## src/rtl/rv32m_pkg.sv

```systemverilog
// Shared definitions for the RV32M divide unit: op codes, op width, FSM states.
package rv32m_pkg;

  localparam int unsigned OP_W = 2;

  // funct3[1:0] encodings of the divide instructions
  localparam logic [OP_W-1:0] OP_DIV  = 2'b00;
  localparam logic [OP_W-1:0] OP_DIVU = 2'b01;
  localparam logic [OP_W-1:0] OP_REM  = 2'b10;
  localparam logic [OP_W-1:0] OP_REMU = 2'b11;

  typedef enum logic [1:0] {
    IDLE,
    CALC,
    FIX,
    DONE
  } state_t;

endpackage

```

## src/rtl/rv32m_divider_div_step.sv

```systemverilog
// One combinational restoring-division step on magnitudes.
// The pair {r,q} shifts left by one. The shifted-in partial remainder is then compared
// against the divisor d using an (n+1)-bit trial subtraction.
module div_step #(
  parameter int unsigned n = 32
) (
  input  logic [n-1:0] r,
  input  logic [n-1:0] q,
  input  logic [n-1:0] d,
  output logic [n-1:0] r_next,
  output logic [n-1:0] q_next
);

  logic [n:0] r_shift;
  logic [n:0] trial;

  // Shift, trial-subtract, and restore when the trial goes negative
  always_comb begin
    r_shift = {r, q[n-1]};
    trial   = r_shift - {1'b0, d};
    if (!trial[n]) begin
      r_next = trial[n-1:0];
      q_next = {q[n-2:0], 1'b1};
    end else begin
      r_next = r_shift[n-1:0];
      q_next = {q[n-2:0], 1'b0};
    end
  end

endmodule

```

## src/rtl/rv32m_divider.sv

```systemverilog
// Iterative RV32M divider (DIV/DIVU/REM/REMU) with a start/busy/done handshake.
// Divide-by-zero and signed overflow finish in one cycle. All other operations take
// n restoring steps plus one sign-fix cycle.
module rv32m_divider
  import rv32m_pkg::*;
#(
  parameter int unsigned n = 32
) (
  input  logic            clk,
  input  logic            rst,
  input  logic            start,
  input  logic [OP_W-1:0] op,
  input  logic [n-1:0]    a,
  input  logic [n-1:0]    b,
  input  logic            flush,
  output logic            busy,
  output logic            done,
  output logic [n-1:0]    result
);

  localparam int unsigned CNT_W = $clog2(n);

  state_t          state, state_nx;
  logic [CNT_W-1:0] count;
  logic [OP_W-1:0] op_q;
  logic [n-1:0]    rem_q, quo_q, bmag_q;
  logic            sign_a_q, sign_b_q;

  logic            accept, in_signed, in_rem, b_zero, ovf, special;
  logic            sign_a_in, sign_b_in, q_rem;
  logic [n-1:0]    rem_step, quo_step;

  // Decode the incoming request and its special cases
  always_comb begin
    accept    = (state == IDLE) && start && !flush;
    in_signed = (op == OP_DIV) || (op == OP_REM);
    in_rem    = (op == OP_REM) || (op == OP_REMU);
    b_zero    = (b == '0);
    ovf       = in_signed && (a == {1'b1, {(n-1){1'b0}}}) && (b == '1);
    special   = b_zero || ovf;
    sign_a_in = in_signed && a[n-1];
    sign_b_in = in_signed && b[n-1];
    q_rem     = (op_q == OP_REM) || (op_q == OP_REMU);
  end

  div_step #(.n(n)) u_step (
    .r      (rem_q),
    .q      (quo_q),
    .d      (bmag_q),
    .r_next (rem_step),
    .q_next (quo_step)
  );

  // State register
  always_ff @(posedge clk or posedge rst) begin
    if (rst) state <= IDLE;
    else     state <= state_nx;
  end

  // Next-state logic and handshake outputs
  always_comb begin
    state_nx = state;
    busy     = (state != IDLE);
    done     = (state == DONE);
    unique case (state)
      IDLE: if (accept) state_nx = special ? DONE : CALC;
      CALC: begin
        if (flush)                           state_nx = IDLE;
        else if (count == CNT_W'(n - 1))     state_nx = FIX;
      end
      FIX:  state_nx = flush ? IDLE : DONE;
      DONE: state_nx = IDLE;
      default: state_nx = IDLE;
    endcase
  end

  // Operand capture, iteration datapath and result register
  always_ff @(posedge clk or posedge rst) begin
    if (rst) begin
      count    <= '0;
      op_q     <= '0;
      rem_q    <= '0;
      quo_q    <= '0;
      bmag_q   <= '0;
      sign_a_q <= 1'b0;
      sign_b_q <= 1'b0;
      result   <= '0;
    end else begin
      unique case (state)
        IDLE: if (accept) begin
          op_q     <= op;
          sign_a_q <= sign_a_in;
          sign_b_q <= sign_b_in;
          count    <= '0;
          rem_q    <= '0;
          quo_q    <= sign_a_in ? -a : a;
          bmag_q   <= sign_b_in ? -b : b;
          if (b_zero)   result <= in_rem ? a : '1;
          else if (ovf) result <= in_rem ? '0 : a;
        end
        CALC: if (!flush) begin
          rem_q <= rem_step;
          quo_q <= quo_step;
          count <= count + 1'b1;
        end
        FIX: if (!flush) begin
          if (q_rem) result <= sign_a_q ? -rem_q : rem_q;
          else       result <= (sign_a_q ^ sign_b_q) ? -quo_q : quo_q;
        end
        default: ;
      endcase
    end
  end

endmodule

```

## config.mk

```make
export PLATFORM = sky130hd
export DESIGN_NAME = rv32m_divider
export DESIGN_NICKNAME = d
export VERILOG_FILES = /design/src/rtl/rv32m_pkg.sv /design/src/rtl/rv32m_divider_div_step.sv /design/src/rtl/rv32m_divider.sv
export SDC_FILE = /design/constraint.sdc
export NUM_CORES = 1
export LEC_CHECK = 0
export BUFFER_PORTS_ARGS = -buffer_cell sky130_fd_sc_hd__buf_2
export CAP_MARGIN = 30
export CORE_UTILIZATION = 35
export DETAILED_ROUTE_END_ITERATION = 12
export REMOVE_ABC_BUFFERS = 1
export SYNTH_ARGS = -nofsm -noshare
export SYNTH_HDL_FRONTEND = slang
export SYNTH_HIERARCHICAL = 1
export SYNTH_SLANG_ARGS = --single-unit
```

## constraint.sdc

```tcl
create_clock -name clk -period 6.1 [get_ports clk]
set_input_delay 0.915 -clock clk [delete_from_list [all_inputs] [get_ports clk]]
set_output_delay 0.915 -clock clk [all_outputs]
set_load 0.02 [all_outputs]
```

==> flow_summary.toml, run 1 <==
[setup_path]
end_kind = "flip-flop"
path_cells = "inv_1 > ha_1 > fa_1 > and2b_1 > o2111ai_2 > a21oi_2 > o211ai_2 > a211oi_4 > nor2_4 > mux2i_4 > and2_4 > inv_8 > mux2_4 > a22o_1"
r2r_cells = 14
crit_type = "flip-flop to flip-flop"
crit_family = "compound AO/OA/AOI/OAI gates"
path_buf_inv = 2
slowest_stage = "dfrtp_1"
rr_endpoint = "rem_q[17]$_DFFE_PP0P_"
worst-path-max-fanout = 24
critPathArrivalTime_ns = 4.31
reg2reg_slack_ns = 2.09
max_stage_delay_ns = 0.50
r2r_start = "quo_q[31]$_DFFE_PP0P_"
crit_required_ns = 6.40
start_kind = "flip-flop"

[placement]
io_buffers = 103
placed_cell_area_um2 = 12100
place_inst = 1853
hpwl_mm = 25.3
place_ws_ns = 1.75
place_congestion = 0.901

[layout]
n_antenna_cell = 0
fin_cells = 1885
fillers = 3430
fin_area_um2 = 12800
drive_above_1_share = 0.143
fin_nets = 1541
syn_to_final_growth_pct = 11.0

[global_routing]
grt_max_degree = 91
grt_antenna_before_repair = 0
overflow = 0
grt_pass1_vias = 9863
grt_pass1_wl_mm = 54.7
track_usage = 0.210

[yosys]
netlist_area_um2 = 11500
synth-edff-count = 0
avgSynthCellArea_um2 = 8.21
synth.area.top_cells = "dfrtp_1 (30%), xor2_1 (6.7%), o21ai_0 (6.5%), nand2_1 (4.7%), a21oi_1 (4.5%)"
async_reset_ff_frac = 1.00
synth_ff_type = "dfrtp_1"
synthCells = 1406
ys_warn_count = 6
ys_seq_area_frac = 0.299
ys_ff_latch = 138
synth_top_area_cell = "dfrtp_1"
synth_common_cells = "o21ai_0 (149), nand2_1 (145), dfrtp_1 (138)"
netlist.area_leader.share = 0.299
synth_cell_types = 75
yosysMostFrequentCell = "o21ai_0"

[pwr]
power_density_nw_per_um2 = 525
peakVddDrop_mv = 0.274
pwr-share-comb = 0.570
switchingPower_uw = 2970
swShare = 0.442
sequentialPowerShare = 0.251
clkPwrFrac = 0.179
intPower_uw = 3750
p_leak_uw = 0.00551

[min_path]
whs_endpoint = "result[20]$_DFFE_PP0P_"
hold_path.class = "flip-flop to flip-flop"
hold-path-cell-count = 2
hp-start = "result[20]$_DFFE_PP0P_"

[route]
drt_drc_violations_left = 0
first_pass_iters = 5
wire_per_inst_um = 18.4
via_count = 10500
postRouteAntennaNets = 0
vias_per_cell = 5.57
drtIter0Drc = 907
wirelength_mm = 34.6

[cts]
cts_hold_buf = 0
post_cts_resized = 0
clock_sinks = 138
numCtsBuffers = 17
cts.htree.levels = 4
cts_tree = "yes"
clk_pin_slew_worst_paths_ns = 0.06
clock-root-buffer = "clkbuf_16"
cts_buffer_depth = 2
clk_latency_ns = 0.43
postCtsSetupBuffers = 0

[sta]
hold_viol_final = 0
fin_crit_ns = 4.01
fin_skew_ns = 0.0153
tightestPinTransition_ns = 1.03
fin_tns_setup_ns = 0
slew_viol_final = 0
max_slew_margin = 0.310
finalCritPeriodShare = 0.657
max_freq_mhz = 250
setup_violations = 0
setup_ws_ns = 2.09
rsz0062_at_grt = "false"

[flow_run]
drv_cap = 0

[floorplan]
start_util = 0.356
core_um2 = 32500
dieArea_um2 = 33700
fp.dieH_um = 184
die_width_um = 184
io_pins = 104
rows = 66

[run_status]
status = "complete, no violations"
## metal layers
layer | up-vias | track usage | share of wire
met5 | - | 0 | 0
met4 | 0 | 0.0767 | 0.025
met3 | 43 | 0.0218 | 0.056
met2 | 358 | 0.332 | 0.44
met1 | 4985 | 0.294 | 0.47
li1 | 5113 | - | -
## power by group through the flow
stage | clock (uW) | combinational (uW) | sequential, uW
final | 1200 | 3830 | 1690
after global routing | 1250 | 4220 | 1750
after CTS | 1210 | 3810 | 1690
after detailed placement | 0 | 3770 | 1700
after global placement | 0 | 3730 | 1690
after floorplan | 0 | 2890 | 1660
## through the flow
| step | util | hold slack, ns | total power, uW |
|---|---|---|---|
| after floorplan | - | 0.450 | 4550 |
| after global placement | 0.373 | 0.455 | 5430 |
| after detailed placement | 0.374 | 0.465 | 5480 |
| after CTS | 0.394 | 0.478 | 6710 |
| after global routing | 0.395 | 0.495 | 7220 |
| final | 0.395 | 0.474 | 6720 |
## tightest hold or removal path: cells and delay by family, from the launching register on
| family | cells | cell delay [ns] |
|---|---|---|
| simple gates | 2 | 0.10 |
| flops | 1 | 0.34 |
## cell type report
type / instances / area (um2) / area share
timing repair buffer: 120 / 651 / 0.0508
clock inverter: 11 / 219 / 0.0171
clock buffer: 20 / 447 / 0.0349
sequential: 138 / 3450 / 0.270
inverter: 54 / 215 / 0.0168
tap: 442 / 553 / 0.0432
multi-input combinational: 1100 / 7270 / 0.567
## layout by cell type (no fill, tap or decap), drive strengths merged, types with 22 or more instances in the layout
| cell type | n |
|---|---|
| mux2 | 24 |
| dfrtp | 138 |
| inv | 54 |
| buf | 120 |
| o21ai | 152 |
| nor2 | 101 |
| xor2 | 88 |
| nand2 | 146 |
| a21oi | 105 |
| ha | 39 |
| xnor2 | 55 |
| o31ai | 29 |
| a22o | 32 |
| nor3 | 27 |
| maj3 | 22 |
## sequential cells by signal, indices dropped and copies added, names as in the netlist
signal and cells:
bmag_q 32, quo_q 32, rem_q 32, result 32, count 5, state 2
op_q 1, sign_a_q 1, sign_b_q 1
## worst max-delay path by stage
stage / from / end / slack (ns) / depth (start not counted)
4_1_cts: quo_q[31]$_DFFE_PP0P_ / rem_q[17]$_DFFE_PP0P_ / 2.10 / 14
3_5_place_dp: b[20] / result[11]$_DFFE_PP0P_ / 1.75 / 8
5_1_grt: quo_q[31]$_DFFE_PP0P_ / rem_q[17]$_DFFE_PP0P_ / 1.96 / 14
6_report: quo_q[31]$_DFFE_PP0P_ / rem_q[17]$_DFFE_PP0P_ / 2.09 / 14
2_1_floorplan: b[20] / result[17]$_DFFE_PP0P_ / 0.05 / 6
3_3_place_gp: b[0] / result[11]$_DFFE_PP0P_ / 1.88 / 10
## kinds of logic after synthesis
kind of cell	after synthesis	share of synthesized area
AOI/OAI and AO/OA	434	0.235
xor gates and xnor gates	143	0.109
adders and majority gates	62	0.0631
buffers and inverters	168	0.0733
DFF	138	0.299
muxes	35	0.0402
and+or+nand+nor	426	0.180
No activity file was read; power rests on OpenSTA's default activity.
==> run 2, diff against run 1 <==
- clock period: 6.1 -> 4.1 ns (I/O delays scaled with it)
==> flow_summary.toml, run 2 (same netlist as run 1, synthesis figures left out) <==
[placement]
hpwl_mm = 25.9
io_buffers = 103
place_congestion = 0.932
place_ws_ns = 0.351

[setup_path]
critPathLaunch = "quo_q[31]$_DFFE_PP0P_"
r2r_cells = 14
critPathArrivalTime_ns = 4.09
rr_endpoint = "rem_q[24]$_DFFE_PP0P_"
end_kind = "flip-flop"
endpoint = "rem_q[24]$_DFFE_PP0P_"
path_buf_inv = 2
worst-path-max-fanout = 24
cp.depth = 14
max_stage_delay_ns = 0.47
crit_type = "flip-flop to flip-flop"
start_kind = "flip-flop"
reg2reg_slack_ns = 0.33
crit_required_ns = 4.41
r2r_start = "quo_q[31]$_DFFE_PP0P_"
path_cells = "inv_1 > ha_1 > fa_1 > and2b_1 > o2111ai_2 > a21oi_2 > o211ai_2 > a211oi_4 > nor2_4 > mux2i_4 > and2_4 > inv_8 > mux2_4 > a22o_1"
crit_family = "compound AO/OA/AOI/OAI gates"
slowest_stage = "dfrtp_1"

[route]
wire_per_inst_um = 18.5
vias_per_cell = 5.55
first_pass_iters = 7
via_count = 10600
drtIter0Drc = 1005
wirelength_mm = 35.2
postRouteAntennaNets = 0
drt_drc_violations_left = 0

[flow_run]
drv_cap = 0

[cts]
cts_buffer_depth = 2
post_cts_resized = 0
postCtsSetupBuffers = 0
numCtsBuffers = 17
cts.htree.levels = 4
cts_hold_buf = 0
clock_sinks = 138
clock-root-buffer = "clkbuf_16"
clk_latency_ns = 0.43
clk_pin_slew_worst_paths_ns = 0.06
cts_tree = "yes"

[pwr]
p_leak_uw = 0.00558
p_total_uw = 10100
power_density_nw_per_um2 = 780
peakVddDrop_mv = 0.417

[sta]
fin_skew_ns = 0.0115
fin_tns_setup_ns = 0
finalCritPeriodShare = 0.920
max_slew_margin = 0.379
fin_crit_ns = 3.77
setup_ws_ns = 0.327
timing.hold.ws_ns = 0.330
setup_violations = 0
hold_viol_final = 0
max_freq_mhz = 265
rsz0062_at_grt = "false"
slew_viol_final = 0
tightestPinTransition_ns = 0.932

[global_routing]
grt_max_degree = 82
track_usage = 0.214
grt_pass1_vias = 10200
overflow = 0
grt_pass1_wl_mm = 56.8
grt_antenna_before_repair = 0

[floorplan]
start_util = 0.356
io_pins = 104
core_um2 = 32500
dieArea_um2 = 33700
rows = 66
die_width_um = 184
fp.dieH_um = 184

[layout]
regArea_um2 = 3450
multi_input_area_um2 = 7270
fillers = 3340
fin_nets = 1557
syn_to_final_growth_pct = 12.0
n_antenna_cell = 0
most-common-layout-cells = "o21ai_0 (149), nand2_1 (145), dfrtp_1 (138), a21oi_1 (104), buf_2 (104)"
post-route-util = 0.398
drive_above_1_share = 0.153
final_common_cell = "o21ai_0"

[run_status]
status = "complete, no violations"

[min_path]
hold_path.class = "input port to async pin"
==> run 2: worst register-to-register path, cell delays in order (launching register included) <==
cell and delay, ns:
dfrtp_1 0.47, inv_1 0.08, ha_1 0.23, fa_1 0.40
and2b_1 0.24, o2111ai_2 0.14, a21oi_2 0.24, o211ai_2 0.16
a211oi_4 0.32, nor2_4 0.10, mux2i_4 0.32, and2_4 0.31
inv_8 0.13, mux2_4 0.33, a22o_1 0.21
==> run 2: cell type report <==
cell class,instances,share of cell area
Tap cell,442,0.0428
Clock buffer,19,0.0343
Sequential cell,138,0.267
Timing Repair Buffer,136,0.0614
Multi-Input combinational cell,1100,0.562
Clock inverter,12,0.0153
Inverter,54,0.0167
==> run 2: how the worst min path moves through the flow <==
stage	slack, ns	to	cells after the start
after detailed placement	0.47	result[16]$_DFFE_PP0P_	2
after global placement	0.46	result[8]$_DFFE_PP0P_	2
after CTS	0.36	result[7]$_DFFE_PP0P_	2
after global routing	0.38	result[8]$_DFFE_PP0P_	2
after floorplan	0.45	bmag_q[10]$_DFFE_PP0P_	2
final	0.33	result[7]$_DFFE_PP0P_	2
==> run 2: power breakdown <==
group	internal [uW]	switching, uW
Combinational	2650	3220
Sequential	1830	657
Clock	1090	626
Total	5570	4500
==> run 2: through the flow <==
stage	instance area (um2)	std cells
2_1_floorplan	10900	1292
4_1_cts	12900	1901
3_5_place_dp	12300	1870
3_3_place_gp	12300	1867
6_report	12900	1901
5_1_grt	12900	1901
==> run 2: routing by layer <==
metal  global-route usage  vias to the layer above  wire length (um)
met4               0.0537                        0               410
li1                     -                     5117                 -
met2                0.346                      369             16200
met3               0.0265                       37              1870
met5                    0                        -                 0
met1                0.301                     5029             16700
==> run 3, diff against run 2 <==
- CELL_PAD_IN_SITES_DETAIL_PLACEMENT: not set -> 0
- CELL_PAD_IN_SITES_GLOBAL_PLACEMENT: not set -> 1
- PLACE_DENSITY_LB_ADDON: not set -> 0.1
==> flow_summary.toml, run 3 (same netlist as run 1, synthesis figures left out) <==
[run_status]
status = "complete, no violations"

[cts]
cts.htree.levels = 4
post_cts_resized = 0
clk_pin_slew_worst_paths_ns = 0.07
postCtsSetupBuffers = 0
cts_hold_buf = 0
clk_latency_ns = 0.44
cts_tree = "yes"
clock-root-buffer = "clkbuf_16"
cts_buffer_depth = 2
numCtsBuffers = 17
clock_sinks = 138

[placement]
io_buffers = 103
place_ws_ns = 0.345
place_congestion = 0.860
hpwl_mm = 28.4
placed_cell_area_um2 = 12300

[sta]
hold_viol_final = 0
max_slew_margin = 0.370
tightestPinTransition_ns = 0.943
setup_violations = 0
timing.hold.ws_ns = 0.314
slew_viol_final = 0
finalCritPeriodShare = 0.913
rsz0062_at_grt = "false"
setup_ws_ns = 0.357
fin_crit_ns = 3.74
fin_skew_ns = 0.0177
max_freq_mhz = 267

[layout]
fin_area_um2 = 13000
syn_to_final_growth_pct = 12.7
fin_nets = 1563
n_antenna_cell = 0
most-common-layout-cells = "o21ai_0 (149), nand2_1 (145), dfrtp_1 (138), a21oi_1 (104), buf_2 (104)"
final_common_cell = "o21ai_0"
drive_above_1_share = 0.157

[route]
via_count = 10300
drt_drc_violations_left = 0
postRouteAntennaNets = 0
drtIter0Drc = 672
first_pass_iters = 6
vias_per_cell = 5.41
wire_per_inst_um = 19.8
wirelength_mm = 37.8

[floorplan]
core_um2 = 32500
fp.dieH_um = 184
rows = 66
io_pins = 104
start_util = 0.356
dieArea_um2 = 33700
die_width_um = 184

[setup_path]
r2r_start = "quo_q[31]$_DFFE_PP0P_"
endpoint = "rem_q[28]$_DFFE_PP0P_"
rr_endpoint = "rem_q[28]$_DFFE_PP0P_"
reg2reg_slack_ns = 0.36
start_kind = "flip-flop"
crit_required_ns = 4.41
worst-path-max-fanout = 24
path_cells = "inv_1 > ha_1 > fa_1 > and2b_1 > o2111ai_2 > a21oi_2 > o211ai_2 > a211oi_4 > nor2_4 > mux2i_4 > and2_4 > inv_8 > mux2_4 > a22o_1"
end_kind = "flip-flop"
max_stage_delay_ns = 0.44
crit_type = "flip-flop to flip-flop"
critPathArrivalTime_ns = 4.06
r2r_cells = 14
critPathLaunch = "quo_q[31]$_DFFE_PP0P_"
slowest_stage = "dfrtp_1"

[global_routing]
grt_pass1_vias = 10200
grt_max_degree = 75
grt_antenna_before_repair = 0
grt_pass1_wl_mm = 60.0
overflow = 0
track_usage = 0.232

[pwr]
power_density_nw_per_um2 = 784
peakVddDrop_mv = 0.357
p_leak_uw = 0.00563

[flow_run]
drv_cap = 0

[min_path]
hold_path.class = "input port to async pin"
[run 3: worst min-delay path by stage]
stage	endpoint	slack, ns	depth (start not counted)
global route	quo_q[6]$_DFFE_PP0P_	0.38	2
floorplan	bmag_q[10]$_DFFE_PP0P_	0.45	2
global placement	bmag_q[12]$_DFFE_PP0P_	0.46	2
CTS	quo_q[6]$_DFFE_PP0P_	0.33	2
detailed placement	result[0]$_DFFE_PP0P_	0.47	2
finish	quo_q[6]$_DFFE_PP0P_	0.31	2
[run 3: area by class of cell]
class / count / area [um2]
inverters: 54 / 215
clock buffers: 18 / 429
well taps: 442 / 553
repair buffers: 142 / 838
multi-input cells: 1100 / 7270
flip-flops and latches: 138 / 3450
clock inverters: 14 / 241
fillers: 3422 / 19500
[run 3: layer usage]
metal	up-vias	track usage	part of all wire
li1	5134	-	-
met1	4926	0.319	0.49
met2	219	0.378	0.45
met3	35	0.0281	0.037
met4	0	0.0710	0.021
met5	-	0	0
[run 3: worst max-delay path, delay by kind of cell (launching register included)]
family | cells | cell delay (ns)
AOI/OAI and AO/OA | 5 | 1.07
adders and majority gates | 2 | 0.62
buffers and inverters | 2 | 0.20
DFF | 1 | 0.44
muxes | 2 | 0.64
and+or+nand+nor | 3 | 0.65
[run 3: report_power, final]
group,internal (uW),switching [uW]
combinational,2660,3230
sequential,1830,648
clock,1150,683
[run 3: through the flow]
stage          setup TNS, ns  std cells  total power, uW   util
2_1_floorplan         -79.01       1292             6770      -
3_3_place_gp               0       1873             8360  0.379
3_5_place_dp               0       1876             8380  0.380
4_1_cts                    0       1908            10200  0.401
5_1_grt                    0       1908            11000  0.401
6_report                   0       1908            10200  0.401
